===== config.mk =====
export PLATFORM = sky130hd
export DESIGN_NAME = intersection_ctrl
export DESIGN_NICKNAME = d
export VERILOG_FILES = /design/src/rtl/intersection_ctrl.sv
export SDC_FILE = /design/constraint.sdc
export NUM_CORES = 1
export LEC_CHECK = 0
export CAP_MARGIN = 20
export CORE_ASPECT_RATIO = 1.25
export CORE_MARGIN = 4
export CORE_UTILIZATION = 40
export CTS_CLUSTER_SIZE = 8
export DETAILED_ROUTE_END_ITERATION = 8
export PLACE_DENSITY_LB_ADDON = 0.15
export SLEW_MARGIN = 20
export SYNTH_ARGS = -nofsm -noshare
export SYNTH_HDL_FRONTEND = slang
export SYNTH_SLANG_ARGS = --single-unit

===== constraint.sdc =====
create_clock -name clk -period 3.75 [get_ports clk]
set_clock_uncertainty 0.05 [all_clocks]
set_input_delay 0.5625 -clock clk [delete_from_list [all_inputs] [get_ports clk]]
set_output_delay 0.5625 -clock clk [all_outputs]
set_load 0.01 [all_outputs]

===== src/rtl/intersection_ctrl.sv =====
// Two-road intersection sequencer: NS rests on green, EW and an exclusive pedestrian
// phase are served on request, with amber and all-red clearance between roads.
module intersection_ctrl #(
    parameter int unsigned NS_GREEN_TICS = 20,
    parameter int unsigned EW_GREEN_TICS = 10,
    parameter int unsigned AMBER_TICS    = 4,
    parameter int unsigned ALLRED_TICS   = 2,
    parameter int unsigned WALK_TICS     = 8,
    parameter int unsigned CNT_W         = 8
) (
    input  logic       clk,
    input  logic       rst_n,
    input  logic       side_req,
    input  logic       ped_req,
    output logic       ns_red,
    output logic       ns_amber,
    output logic       ns_green,
    output logic       ew_red,
    output logic       ew_amber,
    output logic       ew_green,
    output logic       walk,
    output logic [2:0] phase
);

    typedef enum logic [2:0] {
        StAllredNs = 3'd0,
        StNsGreen  = 3'd1,
        StNsAmber  = 3'd2,
        StAllredEw = 3'd3,
        StWalk     = 3'd4,
        StEwGreen  = 3'd5,
        StEwAmber  = 3'd6
    } state_e;

    localparam logic [CNT_W-1:0] NsGreenLd = CNT_W'(NS_GREEN_TICS - 1);
    localparam logic [CNT_W-1:0] EwGreenLd = CNT_W'(EW_GREEN_TICS - 1);
    localparam logic [CNT_W-1:0] AmberLd   = CNT_W'(AMBER_TICS - 1);
    localparam logic [CNT_W-1:0] AllredLd  = CNT_W'(ALLRED_TICS - 1);
    localparam logic [CNT_W-1:0] WalkLd    = CNT_W'(WALK_TICS - 1);

    state_e           state_q, state_d;
    logic [CNT_W-1:0] cnt_q, cnt_d;
    logic             side_pend_q, side_pend_d;
    logic             ped_pend_q, ped_pend_d;

    logic             side_any;
    logic             ped_any;
    logic             state_legal;

    function automatic logic [CNT_W-1:0] load_for(input state_e st);
        case (st)
            StNsGreen:            load_for = NsGreenLd;
            StNsAmber, StEwAmber: load_for = AmberLd;
            StWalk:               load_for = WalkLd;
            StEwGreen:            load_for = EwGreenLd;
            default:              load_for = AllredLd;
        endcase
    endfunction

    // A request on the deciding edge counts, so a resting NS green leaves on that edge.
    assign side_any    = side_pend_q | side_req;
    assign ped_any     = ped_pend_q | ped_req;
    assign state_legal = (3'(state_q) != 3'd7);

    always_comb begin
        state_d = state_q;
        cnt_d   = cnt_q;
        if (!state_legal) begin
            state_d = StAllredNs;
            cnt_d   = AllredLd;
        end else if (cnt_q != '0) begin
            cnt_d = cnt_q - CNT_W'(1);
        end else begin
            case (state_q)
                StAllredNs: state_d = StNsGreen;
                StNsGreen:  if (side_any || ped_any) state_d = StNsAmber;
                StNsAmber:  state_d = StAllredEw;
                StAllredEw: state_d = ped_any ? StWalk : StEwGreen;
                StWalk:     state_d = side_any ? StEwGreen : StAllredNs;
                StEwGreen:  state_d = StEwAmber;
                StEwAmber:  state_d = StAllredNs;
                default:    state_d = StAllredNs;
            endcase
            // Resting NS green keeps the counter parked at zero.
            if (state_d != state_q) begin
                cnt_d = load_for(state_d);
            end
        end
    end

    // Entering the serving phase clears its latch, winning over a coincident request.
    always_comb begin
        side_pend_d = side_any;
        ped_pend_d  = ped_any;
        if (state_d == StEwGreen && state_q != StEwGreen) begin
            side_pend_d = 1'b0;
        end
        if (state_d == StWalk && state_q != StWalk) begin
            ped_pend_d = 1'b0;
        end
    end

    always_ff @(posedge clk or negedge rst_n) begin
        if (!rst_n) begin
            state_q     <= StAllredNs;
            cnt_q       <= AllredLd;
            side_pend_q <= 1'b0;
            ped_pend_q  <= 1'b0;
        end else begin
            state_q     <= state_d;
            cnt_q       <= cnt_d;
            side_pend_q <= side_pend_d;
            ped_pend_q  <= ped_pend_d;
        end
    end

    always_comb begin
        ns_red   = 1'b1;
        ns_amber = 1'b0;
        ns_green = 1'b0;
        ew_red   = 1'b1;
        ew_amber = 1'b0;
        ew_green = 1'b0;
        walk     = 1'b0;
        phase    = 3'(state_q);
        case (state_q)
            StNsGreen: begin
                ns_red   = 1'b0;
                ns_green = 1'b1;
            end
            StNsAmber: begin
                ns_red   = 1'b0;
                ns_amber = 1'b1;
            end
            StWalk: walk = 1'b1;
            StEwGreen: begin
                ew_red   = 1'b0;
                ew_green = 1'b1;
            end
            StEwAmber: begin
                ew_red   = 1'b0;
                ew_amber = 1'b1;
            end
            default: ;
        endcase
    end

endmodule


* After elaboration in Yosys (flattened, before gate mapping)
Cells that the tools add are included.
** Storage, ports and cells
- Input bits :: 4
- Output and inout port bits :: 10
- Word-level logic and storage cells :: 54
- Flip-flop bits (word level) :: 13
** Operators by class
- Reduce and logical (&&, ||, !) cells :: 8
- Eq/ne operators :: 18
- $add $sub $neg :: 1
- Mux-type cells :: 21
- Bitwise logic cells :: 2
** Operators with widths (count)
- == test 3 bit, second input constant :: 8
- two-way mux 8 bit :: 3
- case mux 5 bit (4 select lines) :: 1
- two-way mux 3 bit :: 6
- case mux 3 bit (6 select lines) :: 1
- two-way mux 1 bit :: 10
- == test 3 x 2 -> 1 bit, second input constant :: 3
- inequality test 3 bit, second input constant :: 3
- nonzero test 8 bit :: 1
- subtractor 8 x 1 -> 8 bit, second input constant :: 1
- == test 3 x 1 -> 1 bit, second input constant :: 2
- OR reduction 2 bit :: 3
- logical NOT 3 bit :: 1
- inequality test 3 x 1 -> 1 bit, second input constant :: 1
- inequality test 3 bit :: 1
- logical AND 1 bit :: 2
- bitwise OR 1 bit :: 2
- logical OR 1 bit :: 1

* Logic depth before layout (Yosys ltp)
- Depth in word-level cells :: 12
- Gate-level depth with buffers :: 6
- Mapped depth without buffers :: 6

* Worst setup path before layout
OpenSTA, ideal clock, no wires.
- Path kind :: flip-flop to flip-flop
- Start point :: reg cnt_q[2]
- End point :: reg cnt_q[4]
- Data required time :: 3.577 ns
- Setup slack :: 1.879 ns
- Stages on the path, launching flop included :: 6
- Library setup time :: 0.123 ns
- Arrival :: 1.697 ns
- Buffers on the path :: 1
- Cell sequence :: dfrtp_1 or4_1 buf_4 or4_4 o21ai_1 a21oi_1
** On the way
- Cells in the longest elaborated chain, start to end :: 3
- Elaborated cells on any way between the ends :: 5
** RTL lines
- start, declared :: RTL line 42 : logic [CNT_W-1:0] cnt_q, cnt_d;
- start signal, assigned :: RTL line 106 : cnt_q <= AllredLd;
- start signal, assigned :: RTL line 111 : cnt_q <= cnt_d;
- subtractor 8 x 1 -> 8 bit or nonzero test 8 bit (tied branches) :: RTL line 72, 71
- two-way mux 8 bit :: RTL line 71 : end else if (cnt_q != '0) begin
- two-way mux 8 bit :: RTL line 68 : if (!state_legal) begin
Parallel ways exist; a longest one is shown, timed or not.
A chain may end at the register's enable or synchronous reset.

* Final worst setup path
- Start point :: reg state_q[0], in the netlist phase[0]
- End point :: out ns_green
** On the way
- Cells in the longest elaborated chain, start to end :: 2
** RTL lines
- start, declared :: RTL line 41 : state_e state_q, state_d;
- start signal, assigned :: RTL line 105 : state_q <= StAllredNs;
- start signal, assigned :: RTL line 110 : state_q <= state_d;
- == test 3 x 1 -> 1 bit :: RTL line 126 : case (state_q)
- two-way mux 1 bit :: RTL line 126
- end, declared :: RTL line 17 : output logic ns_green,
No other way between the ends.

==> run metrics <==
GR Overflow Total 0; total negative setup slack 0 ps; Hold Path Class reg2reg; FF-to-FF Start cnt_q[2]; Lkg Pwr 0.3616 nW; ant diodes 0; Synth Instances 93; CP delay by family, top flip-flops; Area Growth Syn to Fin 20.00%; outcome finished clean; number of flops mapped to enable cells by yosys 0; count of final setup violators 0; slew of the pin with the lowest slew margin 597.3 ps; Critical Path End ns_green; Setup crit start phase[0]; number of remaining DRC errors 0; clock buffer count from CTS 3; Final WS setup 1262 ps; Layout Nets 112; Yosys top cell area share 37.21%; starting density of the core 43.61%; Critical Path End Type primary output; maximum VDD drop 0.0003738 V; fin crit share 66.33%; GR Layer Usage met3 3.106%; reg-to-reg slack, setup 1590 ps; M1 GR Usage 20.99%; WL/cell 15.06 µm; post_cts resized 0; Clock Path Buffers 2; final wirelength 1883 µm; hold bufs inserted after CTS 0; drt first pass iters 4; Final Power 0.7145 mW; first-pass GRT wire length 3056 µm; met2 GRT Util 22.20%; Hold Vio Cnt, Final 0; flops & latches, synth 13; Core ar. 0.001851 mm²; CP max stage cell dfrtp_1; Final Max Tran Viols 0; Setup Buffers After CTS 0; Comb power frac 47.7%; R2R Path End phase[1]; NetSw 0.3063 mW; vias 715; sequential area share after synthesis 40.47%; CP max stage delay 620 ps; Internal Pwr Total 0.4082 mW; post-layout util 52.33%; CP Data Required Time 3140 ps; largest net degree at the start of global routing 16; vias per cell 5.720; pwr dens 737.8 mW/mm²; non-filler cells, final 125; layout cells sized above 1 8.491%; initial antenna violation count 0; DRT iter0 DRCs 12; Crit. path cell count 2; synth top area cells dfrtp_1 (37%), nor2_1 (7.0%), nor4_4 (5.3%); ys flop type dfrtp_1; most frequent cell after synthesis nor2_1; reg2reg path depth 4; Crit Path Max Fanout 15; Ys Warns 0; max cap viols 0; Clock Latency Late Sink 280 ps; CTS tree done; top cell type by total area after synthesis dfrtp_1; Synth Cell Area 807.0 µm²; Placed Cells 121; Crit Path Class reg2out; GP Congestion 0.7816; commonest cells in the netlist nor2_1 (15), dfrtp_1 (12), nand2_1 (7), o21ai_0 (7), a21oi_1 (6); die width 48.18 µm; clock share of power 12.4%; antenna viol nets, final 0; Fillers 187; DP Wirelength 1353 µm; Mapped Nets 98; sequential power share 40.0%; Avg Inst Size Synth 8.678 µm²; Relative slew margins 60.06%; GRT Total Usage 15.23%; fraction of registers with async set/reset 100.0%; row count 17; Max Freq 0.4020 GHz; Arrival @ worst endpoint 1880 ps; clock sinks 13; Sw Ratio 42.87%; CP Cell Sequence nor3b_1 -> clkdlybuf4s50_1; Port Buffers 13; pre-CTS WS 1556 ps; WP buf/inv 1; die height 58.22 µm; Netlist cell types 35; Worst-path clk slew 80 ps; vias in the first global route 686; I/O pin count 14; die area 0.002805 mm²; critical path launch point type register; busiest grt layer met2; root buffer cell clkbuf_4; unrepaired setup endpoints after global routing false; Tmin final 2488 ps; H-tree levels 1
[through the flow]
stage	hold WS (ps)	instance area (µm²)
finish	522.1	968.4
global route	563.8	968.4
CTS	528.4	968.4
detailed placement	508.3	942.2
global placement	498.9	942.2
floorplan	216.9	807.0
[layer usage]
metal | wire length, µm | part of all wire [%]
met1 | 860 | 46
met2 | 909 | 48
met3 | 69 | 3.7
met4 | 44 | 2.3
met5 | 0 | 0
[power by group through the flow]
stage          Combinational, mW  Sequential (mW)  Clock, mW
2_1_floorplan              0.263            0.251          0
3_3_place_gp               0.334            0.284          0
3_5_place_dp               0.341            0.288          0
4_1_cts                    0.344            0.285     0.0902
5_1_grt                    0.383            0.297     0.0948
6_report                   0.341            0.285     0.0884
[worst reg2reg max path, cell delays in order, from the launching register on]
cell     delay [ps]
dfrtp_1         430
or4_1           710
nor4_4          490
maj3_1          290
mux2i_1          70
[sequential cells by signal, summed over array words and instances (netlist names)]
signal,flops
phase,3
ped_pend_q,1
side_pend_q,1
cnt_q,8
[how the worst min path moves through the flow]
stage | from | to | slack (ps) | cells past startpoint
floorplan | rst_n | cnt_q[1] | 220 | 0
global placement | cnt_q[0] | cnt_q[0] | 500 | 1
detailed placement | cnt_q[0] | cnt_q[0] | 510 | 1
CTS | cnt_q[0] | cnt_q[0] | 530 | 1
global route | cnt_q[0] | cnt_q[0] | 560 | 1
finish | cnt_q[0] | cnt_q[0] | 520 | 1
[logic make-up after synthesis]
family          Yosys count  share of synthesized area [%]
buf+inv                   9                          4.652
simple gates             41                          28.84
mux                       2                          2.481
flops                    13                          40.47
xor+xnor                  3                          3.256
fa+ha+maj                 2                          2.790
compound gates           23                          17.52
[placed cells by master (no fill, tap or decap), types with 2 or more instances in the layout]
master	Yosys	layout
dfrtp_1	12	12
clkbuf_4	0	3
nor4_4	2	2
nand2_1	7	7
mux2i_1	2	2
nand3_1	2	2
a211oi_1	2	2
o21ai_0	7	7
clkdlybuf4s50_1	0	13
a21oi_1	6	6
nor2_1	15	15
xor2_1	2	2
a311oi_1	2	2
nor3_1	5	5
inv_1	5	5
[cell type report]
cell class                      instances  area [µm²]  area share, %
Tap cell                               19       23.77          2.455
Timing Repair Buffer                   13       130.1          13.44
Clock buffer                            4       26.28          2.713
Sequential cell                        13       326.6          33.72
Inverter                                5       18.77          1.938
Multi-Input combinational cell         71       442.9          45.74
Note: power is estimated with default switching activity, not from simulation.
